File: src/rtl/irom_loader_pkg.sv
// Shared types and constants for the instruction-RAM loader.
package irom_loader_pkg;

  typedef enum logic [2:0] {
    IDLE  = 3'd0,
    LEN0  = 3'd1,
    LEN1  = 3'd2,
    DATA  = 3'd3,
    WRITE = 3'd4,
    CHK   = 3'd5,
    DONE  = 3'd6,
    ERR   = 3'd7
  } state_e;

  localparam logic [1:0] ERR_NONE = 2'd0;
  localparam logic [1:0] ERR_LEN  = 2'd1;
  localparam logic [1:0] ERR_TMO  = 2'd2;
  localparam logic [1:0] ERR_CHK  = 2'd3;

  localparam logic [7:0] SYNC_BYTE_DFLT = 8'hA5;

endpackage

File: src/rtl/irom_loader_if.sv
// Byte stream in, instruction-RAM write port out.
interface irom_loader_if #(
  parameter int unsigned ADDR_W = 14
);
  logic [7:0]        in_data;
  logic              in_valid;
  logic              in_ready;
  logic              irom_we;
  logic [ADDR_W-1:0] irom_waddr;
  logic [31:0]       irom_wdata;

  modport master (
    output in_data, in_valid,
    input  in_ready, irom_we, irom_waddr, irom_wdata
  );

  modport slave (
    input  in_data, in_valid,
    output in_ready, irom_we, irom_waddr, irom_wdata
  );
endinterface

File: src/rtl/irom_loader_word_packer.sv
// Little-endian byte-to-word packer; word_ready_o flags acceptance of lane 3.
module irom_word_packer (
  input  logic        clk,
  input  logic        rst_n,
  input  logic        clr_i,
  input  logic        byte_we_i,
  input  logic [7:0]  byte_i,
  output logic [31:0] word_o,
  output logic        word_ready_o
);

  logic [3:0][7:0] lane_q;
  logic [1:0]      idx_q;

  always_ff @(posedge clk or negedge rst_n) begin
    if (!rst_n) begin
      lane_q <= '0;
      idx_q  <= '0;
    end else if (clr_i) begin
      idx_q <= '0;
    end else if (byte_we_i) begin
      lane_q[idx_q] <= byte_i;
      idx_q         <= idx_q + 2'd1;
    end
  end

  assign word_o       = lane_q;
  assign word_ready_o = byte_we_i & (idx_q == 2'd3);

endmodule

File: src/rtl/irom_loader.sv
// Framed byte-stream loader for the instruction RAM; holds the CPU in reset until done.
// Define IROM_LOADER_CHKSUM_EN to add the trailing XOR checksum byte.
module irom_loader
  import irom_loader_pkg::*;
#(
  parameter int unsigned ADDR_W    = 14,
  parameter int unsigned TIMEOUT   = 1000000,
  parameter logic [7:0]  SYNC_BYTE = SYNC_BYTE_DFLT
) (
  input  logic         clk,
  input  logic         rst_n,
  irom_loader_if.slave bus,
  input  logic         start,
  output logic         cpu_hold,
  output logic         done,
  output logic         err,
  output logic [1:0]   err_code
);

  localparam int unsigned TMO_W = $clog2(TIMEOUT + 1);
  localparam logic [16:0] DEPTH = 17'd1 << ADDR_W;
`ifdef IROM_LOADER_CHKSUM_EN
  localparam state_e TAIL_ST = CHK;
`else
  localparam state_e TAIL_ST = DONE;
`endif

  state_e            state_q, state_d;
  logic [ADDR_W-1:0] addr_q, addr_d;
  logic [16:0]       remain_q, remain_d;
  logic [7:0]        len_lo_q, len_lo_d;
  logic [TMO_W-1:0]  tmo_q, tmo_d;
  logic [1:0]        err_code_q, err_code_d;
`ifdef IROM_LOADER_CHKSUM_EN
  logic [7:0]        chk_q, chk_d;
`endif

  logic        in_ready;
  logic        accept;
  logic        start_ok;
  logic        tmo_active;
  logic [15:0] len_w;
  logic [31:0] word;
  logic        word_ready;

  assign in_ready   = (state_q == IDLE) || (state_q == LEN0) || (state_q == LEN1) ||
                      (state_q == DATA) || (state_q == CHK);
  assign accept     = bus.in_valid & in_ready;
  assign start_ok   = start & ((state_q == DONE) || (state_q == ERR));
  assign tmo_active = (state_q == LEN0) || (state_q == LEN1) ||
                      (state_q == DATA) || (state_q == CHK);
  assign len_w      = {bus.in_data, len_lo_q};

  irom_word_packer u_packer (
    .clk          (clk),
    .rst_n        (rst_n),
    .clr_i        (start_ok),
    .byte_we_i    (accept && (state_q == DATA)),
    .byte_i       (bus.in_data),
    .word_o       (word),
    .word_ready_o (word_ready)
  );

  always_comb begin
    state_d    = state_q;
    addr_d     = addr_q;
    remain_d   = remain_q;
    len_lo_d   = len_lo_q;
    tmo_d      = tmo_q;
    err_code_d = err_code_q;
`ifdef IROM_LOADER_CHKSUM_EN
    chk_d      = chk_q;
    if (accept && (state_q != IDLE) && (state_q != CHK)) chk_d = chk_q ^ bus.in_data;
`endif
    if (tmo_active) tmo_d = accept ? '0 : tmo_q + 1'b1;

    case (state_q)
      IDLE: if (accept && (bus.in_data == SYNC_BYTE)) begin
        state_d = LEN0;
`ifdef IROM_LOADER_CHKSUM_EN
        chk_d   = '0;
`endif
      end
      LEN0: if (accept) begin
        len_lo_d = bus.in_data;
        state_d  = LEN1;
      end
      LEN1: if (accept) begin
        remain_d = {1'b0, len_w};
        if (len_w == 16'd0) begin
          state_d = TAIL_ST;
        end else if ({1'b0, len_w} > DEPTH) begin
          state_d    = ERR;
          err_code_d = ERR_LEN;
        end else begin
          state_d = DATA;
        end
      end
      DATA: if (word_ready) state_d = WRITE;
      // Address advances only between writes, so it rests on N-1 and never wraps at full depth.
      WRITE: begin
        remain_d = remain_q - 17'd1;
        if (remain_q == 17'd1) begin
          state_d = TAIL_ST;
        end else begin
          state_d = DATA;
          addr_d  = addr_q + 1'b1;
        end
      end
`ifdef IROM_LOADER_CHKSUM_EN
      CHK: if (accept) begin
        if (bus.in_data == chk_q) begin
          state_d = DONE;
        end else begin
          state_d    = ERR;
          err_code_d = ERR_CHK;
        end
      end
`endif
      DONE, ERR: if (start_ok) begin
        state_d    = IDLE;
        err_code_d = ERR_NONE;
        addr_d     = '0;
        remain_d   = '0;
`ifdef IROM_LOADER_CHKSUM_EN
        chk_d      = '0;
`endif
      end
      default: state_d = state_q;
    endcase

    if (tmo_active && !accept && (tmo_q == TMO_W'(TIMEOUT - 1))) begin
      state_d    = ERR;
      err_code_d = ERR_TMO;
      tmo_d      = '0;
    end
  end

  always_ff @(posedge clk or negedge rst_n) begin
    if (!rst_n) begin
      state_q    <= IDLE;
      addr_q     <= '0;
      remain_q   <= '0;
      len_lo_q   <= '0;
      tmo_q      <= '0;
      err_code_q <= ERR_NONE;
`ifdef IROM_LOADER_CHKSUM_EN
      chk_q      <= '0;
`endif
    end else begin
      state_q    <= state_d;
      addr_q     <= addr_d;
      remain_q   <= remain_d;
      len_lo_q   <= len_lo_d;
      tmo_q      <= tmo_d;
      err_code_q <= err_code_d;
`ifdef IROM_LOADER_CHKSUM_EN
      chk_q      <= chk_d;
`endif
    end
  end

  assign bus.in_ready   = in_ready;
  assign bus.irom_we    = (state_q == WRITE);
  assign bus.irom_waddr = addr_q;
  assign bus.irom_wdata = word;
  assign cpu_hold       = (state_q != DONE);
  assign done           = (state_q == DONE);
  assign err            = (state_q == ERR);
  assign err_code       = err_code_q;

endmodule

File: src/flat_wrapper.sv
// flat-port wrapper written by rule: the top's interface ports become plain ports
module irom_loader_flat import irom_loader_pkg::*;
#(
  parameter int unsigned ADDR_W    = 14,
  parameter int unsigned TIMEOUT   = 1000000,
  parameter logic [7:0]  SYNC_BYTE = SYNC_BYTE_DFLT
)
  (clk, rst_n, start, cpu_hold, done, err, err_code, bus_in_data, bus_in_valid, bus_in_ready, bus_irom_we, bus_irom_waddr, bus_irom_wdata);
  irom_loader_if #(.ADDR_W(ADDR_W)) bus_i ();
  input  logic clk;
  input  logic rst_n;
  input  logic start;
  output logic cpu_hold;
  output logic done;
  output logic err;
  output logic [1:0] err_code;
  input wire logic [$bits(bus_i.in_data)-1:0] bus_in_data;
  input wire logic [$bits(bus_i.in_valid)-1:0] bus_in_valid;
  output wire logic [$bits(bus_i.in_ready)-1:0] bus_in_ready;
  output wire logic [$bits(bus_i.irom_we)-1:0] bus_irom_we;
  output wire logic [$bits(bus_i.irom_waddr)-1:0] bus_irom_waddr;
  output wire logic [$bits(bus_i.irom_wdata)-1:0] bus_irom_wdata;
  assign bus_i.in_data = bus_in_data;
  assign bus_i.in_valid = bus_in_valid;
  assign bus_in_ready = bus_i.in_ready;
  assign bus_irom_we = bus_i.irom_we;
  assign bus_irom_waddr = bus_i.irom_waddr;
  assign bus_irom_wdata = bus_i.irom_wdata;
  irom_loader #(.ADDR_W(ADDR_W), .TIMEOUT(TIMEOUT), .SYNC_BYTE(SYNC_BYTE)) u_core (.clk(clk), .rst_n(rst_n), .bus(bus_i), .start(start), .cpu_hold(cpu_hold), .done(done), .err(err), .err_code(err_code));
endmodule
File: config.mk
export PLATFORM = sky130hd
export DESIGN_NAME = irom_loader_flat
export DESIGN_NICKNAME = d
export VERILOG_FILES = /design/src/rtl/irom_loader_pkg.sv /design/src/rtl/irom_loader_if.sv /design/src/rtl/irom_loader_word_packer.sv /design/src/rtl/irom_loader.sv /design/src/flat_wrapper.sv
export SDC_FILE = /design/constraint.sdc
export NUM_CORES = 1
export LEC_CHECK = 0
export ABC_AREA = 1
export CELL_PAD_IN_SITES_DETAIL_PLACEMENT = 0
export CELL_PAD_IN_SITES_GLOBAL_PLACEMENT = 1
export CORE_MARGIN = 8
export CORE_UTILIZATION = 37
export CTS_CLUSTER_SIZE = 24
export DETAILED_ROUTE_END_ITERATION = 6
export PLACE_DENSITY = 0.88
export SLEW_MARGIN = 15
export SYNTH_ARGS = -nofsm -noshare
export SYNTH_HDL_FRONTEND = slang
export SYNTH_SLANG_ARGS = --single-unit
File: constraint.sdc
create_clock -name clk -period 1.72 [get_ports clk]
set_input_delay 0.344 -clock clk [delete_from_list [all_inputs] [get_ports clk]]
set_output_delay 0.344 -clock clk [all_outputs]
set_load 0.005 [all_outputs]
Word level (Yosys, flattened, before mapping)
Index checks and enable logic that the tools add are counted.

word-level totals
  bits in registers = 98
  logic and storage cells = 103
  input bits = 12
  output and inout bits = 53

cells by class
  multiplexer cells = 30
  equality and inequality tests = 22
  add/sub/neg operators = 4
  order comparisons = 3
  reductions and logical operators = 29
  bitwise gates (word level) = 4

operators by type and width
  kind                   number
  $mux 20                3
  $pmux 17 s3            1
  $mux 17                2
  $bwmux 32              1
  $mux 14                2
  $pmux 14 s2            1
  $mux 3                 9
  $add 20x1->20 const B  1
  $eq 20x20->1 const B   1
  $pmux 3 s6             1
  $eq 17x1->1 const B    1
  $sub 17x1->17 const B  1
  $demux 8 s2            1
  $gt 16x15->1 const B   1
  $logic_not 16->1       1
  $ne 3x3->1 const B     5
  $add 14x1->14 const B  1
  $mux 2                 7
  $eq 3x3->1 const B     4
  $eq 8x8->1 const B     1
  $logic_or 1x1->1       8
  $mux 8                 1
  $reduce_bool 7->1      1
  $eq 3x2->1 const B     2
  22 further kinds       35

Logic depth before layout (Yosys ltp)
Gate-level depths: netlist (run 1).

  depth in word-level cells = 11
  depth in mapped cells = 12
  depth with buffers taken out = 12

Hierarchy
From an unflattened synthesis (run 1), not the netlist that was laid out.

second synthesis, totals
  cell total of the unflattened synthesis = 724
  area total of the unflattened synthesis = 5425.2 µm²

modules (own cells, without submodules)
  module            sequential area each (µm²)  area an instance (µm²)  times used  cells an instance
  irom_loader       1601.5                      3925.0                  1           562
  irom_word_packer  850.8                       1500.2                  1           162

Worst setup path after synthesis (run 1)
OpenSTA, ideal clock, no wires.

  kind = register to register
  start = reg u_core.tmo_q[0]
  end = reg u_core.tmo_q[12]
  cell stages (with the launch flop) = 12
  path buffers = 1
  required time = 1.591 ns
  path slack = 0.128 ns
  clock period less this slack = 1.592 ns
  data arrival time = 1.463 ns
  setup time = 0.129 ns
  path through = dfrtp_1 ha_1 nand2_1 nor2_1 nand2_1 nor2_2 nand2_1 nand2_2 buf_2 a21oi_1 o21ai_0 o21ai_0

on the way
  longest elaborated chain between the ends = 4
  elaborated cells on any way between the ends = 7
  classes of those cells = add/sub (1); eq/ne (1); mux (3); reduce/logical (2)

ends and longest elaborated chain
  what                    RTL line            text
  from (decl)             irom_loader.sv:32   logic [TMO_W-1:0] tmo_q, tmo_d;
  from (signal assigned)  irom_loader.sv:155  tmo_q <= tmo_d;
  $add 20x1->20           irom_loader.sv:75   if (tmo_active) tmo_d = accept ? '0 : tmo_q + 1'b1;
  $mux 20 (2 in a row)    irom_loader.sv:75
  $mux 20                 irom_loader.sv:132  if (tmo_active && !accept && (tmo_q == TMO_W'(TIMEOUT - 1))) begin

Parallel ways exist; a longest one is shown, timed or not. The select of a mux whose other input is x is not followed.
A chain may end at the register's enable or synchronous reset.

Worst setup path in the final report (run 1)
  start = reg u_core.state_q[1]
  end = reg u_core.state_q[2]

on the way
  longest elaborated chain between the ends = 11
  elaborated cells on any way between the ends = 34
  classes of those cells = eq/ne (12); mux (2); bitwise (3); reduce/logical (17)

ends and longest elaborated chain
  what                                                        RTL line                                                 text
  from (decl)                                                 irom_loader.sv:28                                        state_e state_q, state_d;
  from (signal assigned)                                      irom_loader.sv:151                                       state_q <= state_d;
  $eq 3x1->1 or $logic_not 3->1 (tied branches)               irom_loader.sv:46, irom_loader.sv:50, irom_loader.sv:77
  $logic_or 1x1->1 (3 in a row)                               irom_loader.sv:46                                        assign in_ready = (state_q == IDLE) || (state_q == LEN0) || (state_q == LEN1) ||
  $logic_or 1x1->1                                            irom_loader.sv:47                                        (state_q == DATA) || (state_q == CHK);
  $and 1x1->1                                                 irom_loader.sv:48                                        assign accept = bus.in_valid & in_ready;
  $logic_not 1->1                                             irom_loader.sv:132
  $logic_and 1x1->1 (2 in a row)                              irom_loader.sv:132
  $reduce_bool 7->1 (no source line) (tied with other cells)  --
  $reduce_and 6->1 (no source line)                           --

Parallel ways exist; a longest one is shown, timed or not.

==> out/results.tsv, run 1 <==
stage	metric	value	unit
run_status	run status	completed	
job	max_cap viols	0	
logic_synthesis	Avg Inst Size Synth	7.81	um^2
finish	diodes inserted	0	
sta	count of pins over their slew limit	0	
clock_tree	clock edge transition at the registers on the reported setup and hold paths	0.07	ns
sta	Slew headroom	0.712	
placed_design	Port Buffers	64	
die	Initial Utilization	0.379	
sta	largest clock skew in the final design	0.00861	ns
logic_synthesis	synthesis-stage register bit count	98	
sta	worst-margin pin slew	0.431	ns
die	area of the die	0.0183	mm^2
die	Site Rows	43	
pwr	LEAKAGE	0.00318	uW
sta	RSZ-0062 raised after global routing	true	
placed_design	weighted congestion reported at the end of routability-driven placement	0.867	
critical_path	source of the worst register-to-register timing path	u_core.state_q[1]	
drt	DR pass1 iterations	5	
sta	number of endpoints with negative hold slack in the final report	0	
drt	per-cell routed wire length	14.4	um
critical_path	critical path capture point type	flip-flop	
placed_design	number of cells after detailed placement	965	
clock_tree	worst skew pair latency	0.36	ns
critical_path	endpoint of the worst register-to-register path	u_core.state_q[2]	
logic_synthesis	distinct cell type count of the synthesized netlist	38	
pwr	power per unit of standard cell area	1460	mW/mm^2
logic_synthesis	number of enable flip-flop cells after synthesis	0	
die	number of top-level pins	65	
drt	number of DRC markers after the initial detailed-route iteration	350	
finish	final cell utilization of the core	0.517	
finish	post-route non-filler standard cell count	1000	
drt	Vias	4994	
die	Die Ht	135	um
sta	Fmax	0.592	GHz
grt	via count of the first global-routing pass	4907	
logic_synthesis	YS warnings	0	
finish	Total Nets Final	835	
logic_synthesis	nets in the synthesized netlist	694	
critical_path	Worst Path Max Fanout	7	
clock_tree	TritonCTS Sinks	98	
clock_tree	H-tree Lvls	3	
sta	final number of setup-violating endpoints	0	
drt	remaining routing DRC violations	0	
clock_tree	TritonCTS clock tree	done	
die	Std-Cell Core Area	0.0139	mm^2
pwr	worst voltage drop across the vdd grid	0.826	mV
critical_path	Critical Path Source Type	flip-flop	
grt	Global Route Usage Sum	0.162	
finish	layout cell share with drive strength beyond 1	0.215	
clock_tree	Clock Tree Buf Depth	2	
critical_path	timing startpoint of the critical path	u_core.state_q[1]	
placed_design	post-detail-place hpwl	10600	um
critical_path	Worst R2R Setup Slack	0.03	ns
die	die span in x	135	um
grt	pin count of the biggest net entering global routing	34	
pwr	final total power	10500	uW
sta	final worst path period need	1.69	ns
logic_synthesis	share of flip-flops with an asynchronous set or reset after synthesis	1.00	
critical_path	arrival time at the worst endpoint	1.93	ns
grt	initial antenna violation count	0	
drt	total length of routed wires	14400	um
drt	number of antenna-violating nets in the routed design	0	
sta	worst-case hold slack	0.448	ns
logic_synthesis	cell area after synthesis	0.00527	mm^2
clock_tree	CTS Root Cell	clkbuf_16	
critical_path	endpoint of the worst setup timing path	u_core.state_q[2]	
critical_path	Data required, critical path	1.96	ns
sta	part of the cycle the worst path needs	0.982	
finish	post-synthesis to final-layout area growth	36.3	%
clock_tree	clock buffer count from CTS	9	
critical_path	worst r2r path cells	12	
logic_synthesis	leading register cell type out of synthesis	dfrtp_1	
hold_path	worst hold path class	primary input to async pin	
drt	average via count per standard cell	4.99	
critical_path	kind of critical path	flip-flop to flip-flop	
logic_synthesis	instance count of the mapped netlist	674	
grt	sum of overflow across all layers after global routing	0	
grt	wire length of the first global-routing pass	24000	um
logic_synthesis	share of the yosys chip area belonging to registers	0.466	
## layout by cell type (no fill, tap or decap), types with 3 or more instances in the layout
cell type        Yosys  final
nand4_1              8      8
buf_4                1     71
a22oi_1              4      4
a21oi_2              0      3
nand2_4              5     11
xnor2_1              4      4
nand2_2              5      9
o22ai_1              9      9
clkdlybuf4s50_1      0     58
clkbuf_16            0      9
o21ai_0             78     69
inv_2                7      5
nor2_1              71     59
buf_12               0      3
nor2_4               4      7
dfrtp_1             98     93
o21ai_1              9     16
nand3_1             43     40
nand3_2              2      4
clkbuf_2             0      3
ha_1                 8      6
nor2_2               5     14
dfrtp_2              0      5
inv_1               66     64
nor3_1              10      8
nand2_1            166    156
xor2_1              11     11
inv_4                0      3
nor3_2               1      3
o31ai_1              5      5
buf_6                3      5
a21oi_1             26     23
## timing repair
item | CTS | global route
setup buffers | 2 | 14
gates cloned | 0 | 2
pin swaps | 3 | 24
endpoints found under the setup margin | 6 | 84
resized for setup | 14 | 71
hold buffers | 1 | 0
hold endpoints to repair | 25 | 0
## cell families (layout without fill, tap and decap cells)
kind of cell / after synthesis / count (layout) / synth area share
compound gates: 138 / 138 / 0.143
xor+xnor: 15 / 15 / 0.0249
fa+ha+maj: 8 / 8 / 0.0190
buf+inv: 89 / 234 / 0.0708
flops: 98 / 98 / 0.466
simple gates: 326 / 327 / 0.277
## power by group
part	internal, uW	total, uW	switching, uW	leakage [uW]
logic	2260	4740	2480	0.00176
registers	3100	3770	663	0.00128
clock network	1030	1960	928	0.000139
total	6400	10500	4070	0.00318
## flip-flops by register name, indices dropped and copies added (netlist names)
name,cells
u_core.u_packer.word_o,32
u_core.tmo_q,20
u_core.remain_q,17
u_core.bus.irom_waddr,14
u_core.len_lo_q,8
u_core.state_q,3
u_core.err_code,2
u_core.u_packer.idx_q,2
## worst max-delay path: stages (launching register included)
cell and delay [ns]:
dfrtp_2 0.44, buf_6 0.14, nand2_8 0.08, buf_6 0.11, nand2_4 0.05, nor2_4 0.18, nand3_4 0.16, nand3_4 0.12
nand2_4 0.08, inv_4 0.07, nand2_4 0.05, nand2_1 0.05, nand2_1 0.05
## routing by layer
layer	GRT usage	part of all wire	up-vias
met5	0	0	-
met4	0.0494	0.014	0
met3	0.0397	0.044	19
met2	0.272	0.50	98
met1	0.201	0.44	2387
li1	-	-	2490
## final cells by class
cell class | instances | area [um^2]
clock buffer | 10 | 239
clock inverter | 6 | 47.5
fill | 1293 | 6700
inverter | 74 | 290
multi-input combinational | 488 | 2640
sequential | 98 | 2460
tap | 180 | 225
timing repair buffer | 143 | 1270
timing repair inverter | 1 | 5.00
## synthesized netlist by cell type (8+ instances only)
| cell type | number | area, um^2 |
|---|---|---|
| o21ai_0 | 78 | 390 |
| nand2_1 | 166 | 623 |
| nor3_1 | 10 | 50.1 |
| inv_1 | 66 | 248 |
| xor2_1 | 11 | 96.3 |
| dfrtp_1 | 98 | 2450 |
| nor2_1 | 71 | 267 |
| nand3_1 | 43 | 215 |
| ha_1 | 8 | 100 |
| a21oi_1 | 26 | 130 |
| o21ai_1 | 9 | 45.0 |
| buf_2 | 9 | 45.0 |
| o22ai_1 | 9 | 56.3 |
| nand4_1 | 8 | 50.1 |
## worst min path at each step
| stage | endpoint | slack (ns) | cells past startpoint |
|---|---|---|---|
| after floorplan | u_core.bus.irom_waddr[0] | 0.05 | 0 |
| after global placement | u_core.u_packer.word_o[11] | 0.29 | 1 |
| after detailed placement | u_core.u_packer.word_o[3] | 0.29 | 1 |
| after CTS | u_core.u_packer.word_o[3] | 0.45 | 2 |
| after global routing | u_core.u_packer.word_o[12] | 0.48 | 2 |
| final | u_core.u_packer.word_o[15] | 0.45 | 2 |
## per-stage QoR
step                      TNS [ns]  instance area [um^2]  worst slack [ns]
after floorplan                  0                  5270             0.128
after global placement       -2.89                  6540            -0.104
after detailed placement     -4.46                  6540            -0.173
after CTS                  -0.0672                  6880           -0.0360
after global routing        -0.492                  7180           -0.0723
final                            0                  7180            0.0316
Power figures use the tool's default switching activity.
==> inputs of run 2 (changes only) <==
Settings changed: CELL_PAD_IN_SITES_DETAIL_PLACEMENT 0 to 1, CELL_PAD_IN_SITES_GLOBAL_PLACEMENT 1 to 2, CORE_UTILIZATION 37 to 30, PLACE_DENSITY 0.88 to 0.89.
==> run 2 against run 1 <==
Against the previous run:
- the flow now finishes with violations (setup timing)
- clock skew grew 0.0013 ns
- power grew 5.1%
- via count grew 0.76%
- largest power group unchanged
- register-to-register slack lost 0.04 ns
- combinational power grew 6.3%
==> out/results.tsv, run 2 (synthesis results as in run 1) <==
stage	metric	value	unit
sta	worst-margin pin slew	0.430	ns
finish	leading cell types in the layout, fill and taps excluded	154 x nand2_1, 94 x dfrtp_1, 79 x buf_4	
critical_path	combined buffer and inverter count along the critical path	1	
finish	Total Nets Final	846	
drt	remaining routing DRC violations	0	
pwr	final total power	11000	uW
sta	RSZ-0062 raised after global routing	true	
sta	final number of setup-violating endpoints	4	
sta	part of the cycle the worst path needs	1.01	
critical_path	delay of the slowest cell on the worst path	0.39	ns
critical_path	source of the worst register-to-register timing path	u_core.tmo_q[1]	
clock_tree	clock buffer count from CTS	9	
die	number of top-level pins	65	
finish	layout cell share with drive strength beyond 1	0.231	
sta	final worst-path setup slack	-0.0134	ns
grt	initial antenna violation count	0	
grt	wire length of the first global-routing pass	27000	um
die	Die Ht	148	um
critical_path	timing startpoint of the critical path	u_core.tmo_q[1]	
clock_tree	H-tree Lvls	3	
critical_path	arrival time at the worst endpoint	1.98	ns
grt	pin count of the biggest net entering global routing	35	
clock_tree	worst skew pair latency	0.36	ns
critical_path	Worst Path Max Fanout	7	
die	Std-Cell Core Area	0.0172	mm^2
critical_path	most repeated library cell on the critical path	nand2_2	
job	max_cap viols	0	
critical_path	critical path capture point type	flip-flop	
die	Initial Utilization	0.306	
grt	Global Route Usage Sum	0.153	
critical_path	Critical Path Source Type	flip-flop	
run_status	run status	complete, but fails checks	
drt	number of antenna-violating nets in the routed design	0	
clock_tree	TritonCTS Sinks	98	
sta	Slew headroom	0.711	
critical_path	cell breakdown of the critical path	ha_2 -> nand2_2 -> nor2_4 -> nand2_2 -> nor2_4 -> nand3_4 -> nand3_4 -> nand2_4 -> inv_4 -> nand2_4 -> nand2_2 -> nand2_1	
clock_tree	Clock Tree Buf Depth	2	
sta	Setup TNS Final	-0.0334	ns
hold_path	worst hold path class	primary input to async pin	
drt	DR pass1 iterations	4	
critical_path	worst-path cell with the longest stage delay	dfrtp_1	
sta	final worst path period need	1.73	ns
clock_tree	TritonCTS clock tree	done	
sta	worst-case hold slack	0.393	ns
drt	average via count per standard cell	4.77	
pwr	worst voltage drop across the vdd grid	0.752	mV
finish	diodes inserted	0	
finish	final cell utilization of the core	0.428	
sta	number of endpoints with negative hold slack in the final report	0	
grt	via count of the first global-routing pass	5248	
sta	count of pins over their slew limit	0	
pwr	power per unit of standard cell area	1490	mW/mm^2
drt	total length of routed wires	16300	um
critical_path	kind of critical path	flip-flop to flip-flop	
placed_design	Port Buffers	64	
drt	number of DRC markers after the initial detailed-route iteration	165	
finish	number of flip-flops under the largest register name	32	
drt	per-cell routed wire length	15.5	um
finish	most common library cell in the layout ignoring fill and taps	nand2_1	
die	Site Rows	48	
placed_design	post-detail-place hpwl	12200	um
clock_tree	clock edge transition at the registers on the reported setup and hold paths	0.08	ns
clock_tree	CTS Root Cell	clkbuf_16	
drt	Vias	5032	
placed_design	weighted congestion reported at the end of routability-driven placement	0.817	
sta	Fmax	0.577	GHz
placed_design	number of cells after detailed placement	1020	
pwr	LEAKAGE	0.00329	uW
critical_path	Data required, critical path	1.97	ns
sta	largest clock skew in the final design	0.00987	ns
finish	post-synthesis to final-layout area growth	40.2	%
critical_path	kind of cell adding the most delay to the critical path	simple AND/OR/NAND/NOR gates	
die	area of the die	0.0220	mm^2
run_status	violated checks	setup timing	
finish	post-route non-filler standard cell count	1056	
die	die span in x	148	um
grt	sum of overflow across all layers after global routing	0	
## run 2: cell types whose count changed in the layout (fill, tap and decap cells not counted), sizes merged
| cell | before | now |
|---|---|---|
| nand2 | 177 | 176 |
| dlygate4sd2 | 0 | 4 |
| bufinv | 0 | 1 |
| clkinv | 4 | 2 |
| clkinvlp | 3 | 0 |
| clkdlybuf4s15 | 2 | 0 |
| buf | 79 | 94 |
| clkdlybuf4s50 | 58 | 57 |
| clkbuf | 13 | 9 |
| inv | 74 | 78 |
## run 2: repair_timing
item                                    in CTS  in global routing
cloned                                       0                  0
hold buffers                                 1                  0
pin swaps                                    4                 25
buffers inserted                             7                 13
endpoints found under the hold margin       11                  0
endpoints found under the setup margin      25                 83
gates resized for setup                     31                 71
## run 2: final timing paths
path                       depth (start not counted)  slack, ns                         end
hold / removal                                     2       0.39   u_core.u_packer.word_o[2]
setup reg to reg                                  12      -0.01           u_core.state_q[2]
min in group clk                                   2       0.49  u_core.u_packer.word_o[20]
setup / recovery                                  12      -0.01           u_core.state_q[2]
hold reg to reg                                    2       0.49  u_core.u_packer.word_o[20]
max in group asynchronous                          3       0.77           u_core.state_q[2]
## run 2: routing by layer
| metal | track usage | part of all wire |
|---|---|---|
| met1 | 0.195 | 0.45 |
| met2 | 0.257 | 0.50 |
| met3 | 0.0304 | 0.043 |
| met4 | 0.0413 | 0.010 |
| met5 | 0 | 0 |
## run 2: power by group
group	switching [uW]	internal, uW	total, uW
Clock	1020	1170	2200
Sequential	667	3100	3770
Combinational	2610	2430	5040
## run 2: layout make-up
cell class	count	area, um^2
Clock buffer	9	225
Tap cell	225	282
Timing Repair Buffer	156	1390
Clock inverter	7	92.6
Multi-Input combinational cell	487	2640
Fill cell	2083	9860
Inverter	74	292
Sequential cell	98	2460
## run 2: through the flow
| step | area, um^2 | setup WS (ns) |
|---|---|---|
| 2_1_floorplan | 5270 | 0.128 |
| 3_3_place_gp | 6670 | -0.112 |
| 3_5_place_dp | 6670 | -0.148 |
| 4_1_cts | 7110 | 0.000304 |
| 5_1_grt | 7380 | -0.113 |
| 6_report | 7380 | -0.0134 |
==> inputs of run 3 (changes only) <==
Settings changed: CORE_MARGIN 8 to unset, SKIP_LAST_GASP set to 1.
==> run 3 against run 2 <==
Against the previous run:
- the run still ends with setup timing left
- core utilization is 0.60 points lower
- clock skew is 0.0014 ns higher
- critical path depth stayed put
- critical endpoint is now u_core.remain_q[10]
- combinational power is 1% lower
- fmax is 1.0% lower
- first-iteration DRC count is 41% higher
- sequential power is 1% lower
==> out/results.tsv, run 3 (synthesis results as in run 1) <==
stage	metric	value	unit
run_status	run status	complete, but fails checks	
pwr	switching fraction of total power	0.388	
grt	pin count of the biggest net entering global routing	44	
finish	Total Nets Final	838	
placed_design	Placed Area	0.00669	mm^2
pwr	worst voltage drop across the vdd grid	0.709	mV
finish	final cell area excluding filler cells	0.00728	mm^2
finish	most common library cell in the layout ignoring fill and taps	nand2_1	
die	number of top-level pins	65	
placed_design	weighted congestion reported at the end of routability-driven placement	0.809	
pwr	fraction of power consumed by sequential logic	0.343	
run_status	violated checks	setup timing	
clock_tree	TritonCTS Sinks	98	
die	Site Rows	48	
pwr	part of the power in the clock network	0.201	
die	Std-Cell Core Area	0.0172	mm^2
die	Initial Utilization	0.306	
finish	layout cell share with drive strength beyond 1	0.207	
clock_tree	CTS Root Cell	clkbuf_16	
clock_tree	clock edge transition at the registers on the reported setup and hold paths	0.08	ns
placed_design	Port Buffers	64	
critical_path	Critical Path Source Type	flip-flop	
grt	wire length of the first global-routing pass	26300	um
critical_path	cell breakdown of the critical path	buf_6 -> inv_4 -> nand2_4 -> nor2_4 -> buf_6 -> buf_6 -> nand2_4 -> nor4_4 -> nand2_1 -> o21ai_2 -> nand2_1 -> nand2_1	
die	area of the die	0.0181	mm^2
sta	RSZ-0062 raised after global routing	true	
clock_tree	worst skew pair latency	0.36	ns
drt	per-cell routed wire length	15.0	um
finish	filler cell count in the final layout	2060	
sta	Setup TNS Final	-0.0604	ns
drt	total length of routed wires	15700	um
drt	number of antenna-violating nets in the routed design	0	
drt	average via count per standard cell	4.80	
finish	leading cell types in the layout, fill and taps excluded	157 x nand2_1, 95 x dfrtp_1, 72 x buf_4	
finish	final cell utilization of the core	0.422	
grt	Global Route Usage Sum	0.187	
finish	number of flip-flops under the largest register name	32	
finish	diodes inserted	0	
sta	number of endpoints with negative hold slack in the final report	0	
clock_tree	Clock Tree Buf Depth	2	
clock_tree	H-tree Lvls	3	
critical_path	kind of cell adding the most delay to the critical path	simple AND/OR/NAND/NOR gates	
pwr	LEAKAGE	0.00325	uW
sta	Fmax	0.571	GHz
critical_path	Worst Path Max Fanout	4	
hold_path	worst hold path class	primary input to async pin	
critical_path	arrival time at the worst endpoint	2.05	ns
die	die span in x	134	um
sta	final number of setup-violating endpoints	2	
sta	final worst-path setup slack	-0.0313	ns
grt	sum of overflow across all layers after global routing	0	
pwr	power per unit of standard cell area	1500	mW/mm^2
die	Die Ht	134	um
finish	sequential cell area	0.00246	mm^2
finish	multi-input combinational cell area	0.00259	mm^2
critical_path	worst-path cell with the longest stage delay	dfrtp_2	
sta	largest clock skew in the final design	0.0113	ns
finish	post-synthesis to final-layout area growth	38.2	%
job	max_cap viols	0	
sta	worst-case hold slack	0.452	ns
critical_path	kind of critical path	flip-flop to flip-flop	
critical_path	delay of the slowest cell on the worst path	0.45	ns
pwr	Internal Dissipation	6660	uW
sta	count of pins over their slew limit	0	
placed_design	worst slack at placement	-0.170	ns
drt	remaining routing DRC violations	0	
sta	Slew headroom	0.710	
sta	final worst path period need	1.75	ns
critical_path	Data required, critical path	2.02	ns
clock_tree	clock buffer count from CTS	9	
critical_path	combined buffer and inverter count along the critical path	4	
drt	Vias	5030	
pwr	Comb pwr share	0.457	
sta	part of the cycle the worst path needs	1.02	
critical_path	critical path capture point type	flip-flop	
drt	DR pass1 iterations	4	
pwr	switching component of the power	4230	uW
sta	worst-margin pin slew	0.432	ns
clock_tree	TritonCTS clock tree	done	
drt	number of DRC markers after the initial detailed-route iteration	232	
grt	via count of the first global-routing pass	5177	
grt	initial antenna violation count	0	
placed_design	post-detail-place hpwl	11800	um
==> run 3: worst reg2reg max path, delay by kind of cell (launching register included) <==
family / cells / cell delay (ns)
flip-flops: 1 / 0.45
buffers and inverters: 4 / 0.40
AO/OA/AOI/OAI: 1 / 0.08
AND/OR/NAND/NOR: 7 / 0.77
==> run 3: metal layers <==
layer,global-route usage,vias to the layer above,share of wire
li1,-,2501,-
met1,0.244,2454,0.46
met2,0.318,64,0.50
met3,0.0357,11,0.030
met4,0.0449,0,0.011
met5,0,-,0
==> run 3: through the flow <==
stage,total power (uW),instances
6_report,10900,1048
5_1_grt,11700,1048
4_1_cts,10700,1045
3_5_place_dp,8350,1021
3_3_place_gp,8210,1021
2_1_floorplan,5990,674
==> run 3: worst paths after layout <==
path / from / endpoint / slack [ns] / cells past startpoint
hold reg to reg: u_core.u_packer.word_o[27] / u_core.u_packer.word_o[27] / 0.49 / 2
hold / removal: rst_n / u_core.u_packer.word_o[16] / 0.45 / 2
min in group clk: u_core.u_packer.word_o[27] / u_core.u_packer.word_o[27] / 0.49 / 2
max in group asynchronous: rst_n / u_core.tmo_q[12] / 0.58 / 3
setup reg to reg: u_core.state_q[1] / u_core.remain_q[10] / -0.03 / 12
setup / recovery: u_core.state_q[1] / u_core.remain_q[10] / -0.03 / 12
==> run 3: timing repair <==
item / 4_1_cts / 5_1_grt
endpoints found under the setup margin: 8 / 83
hold buffers: 1 / 0
gates resized for setup: 13 / 63
pin swaps: 3 / 13
buffers inserted: 7 / 4
endpoints found under the hold margin: 23 / 0
==> run 3: layout make-up <==
cell class / count / area share
multi-input cells: 487 / 0.356
flip-flops and latches: 98 / 0.337
repair buffers: 148 / 0.185
inverters: 74 / 0.0397
well taps: 225 / 0.0387
clock buffers: 9 / 0.0309
clock inverters: 7 / 0.0127
==> run 3: power by group through the flow <==
stage / clock network [uW] / registers (uW) / logic [uW]
final: 2190 / 3730 / 4970
after global routing: 2340 / 3830 / 5560
after CTS: 2240 / 3730 / 4740
after detailed placement: 0 / 3760 / 4590
after global placement: 0 / 3750 / 4460
after floorplan: 0 / 3680 / 2310
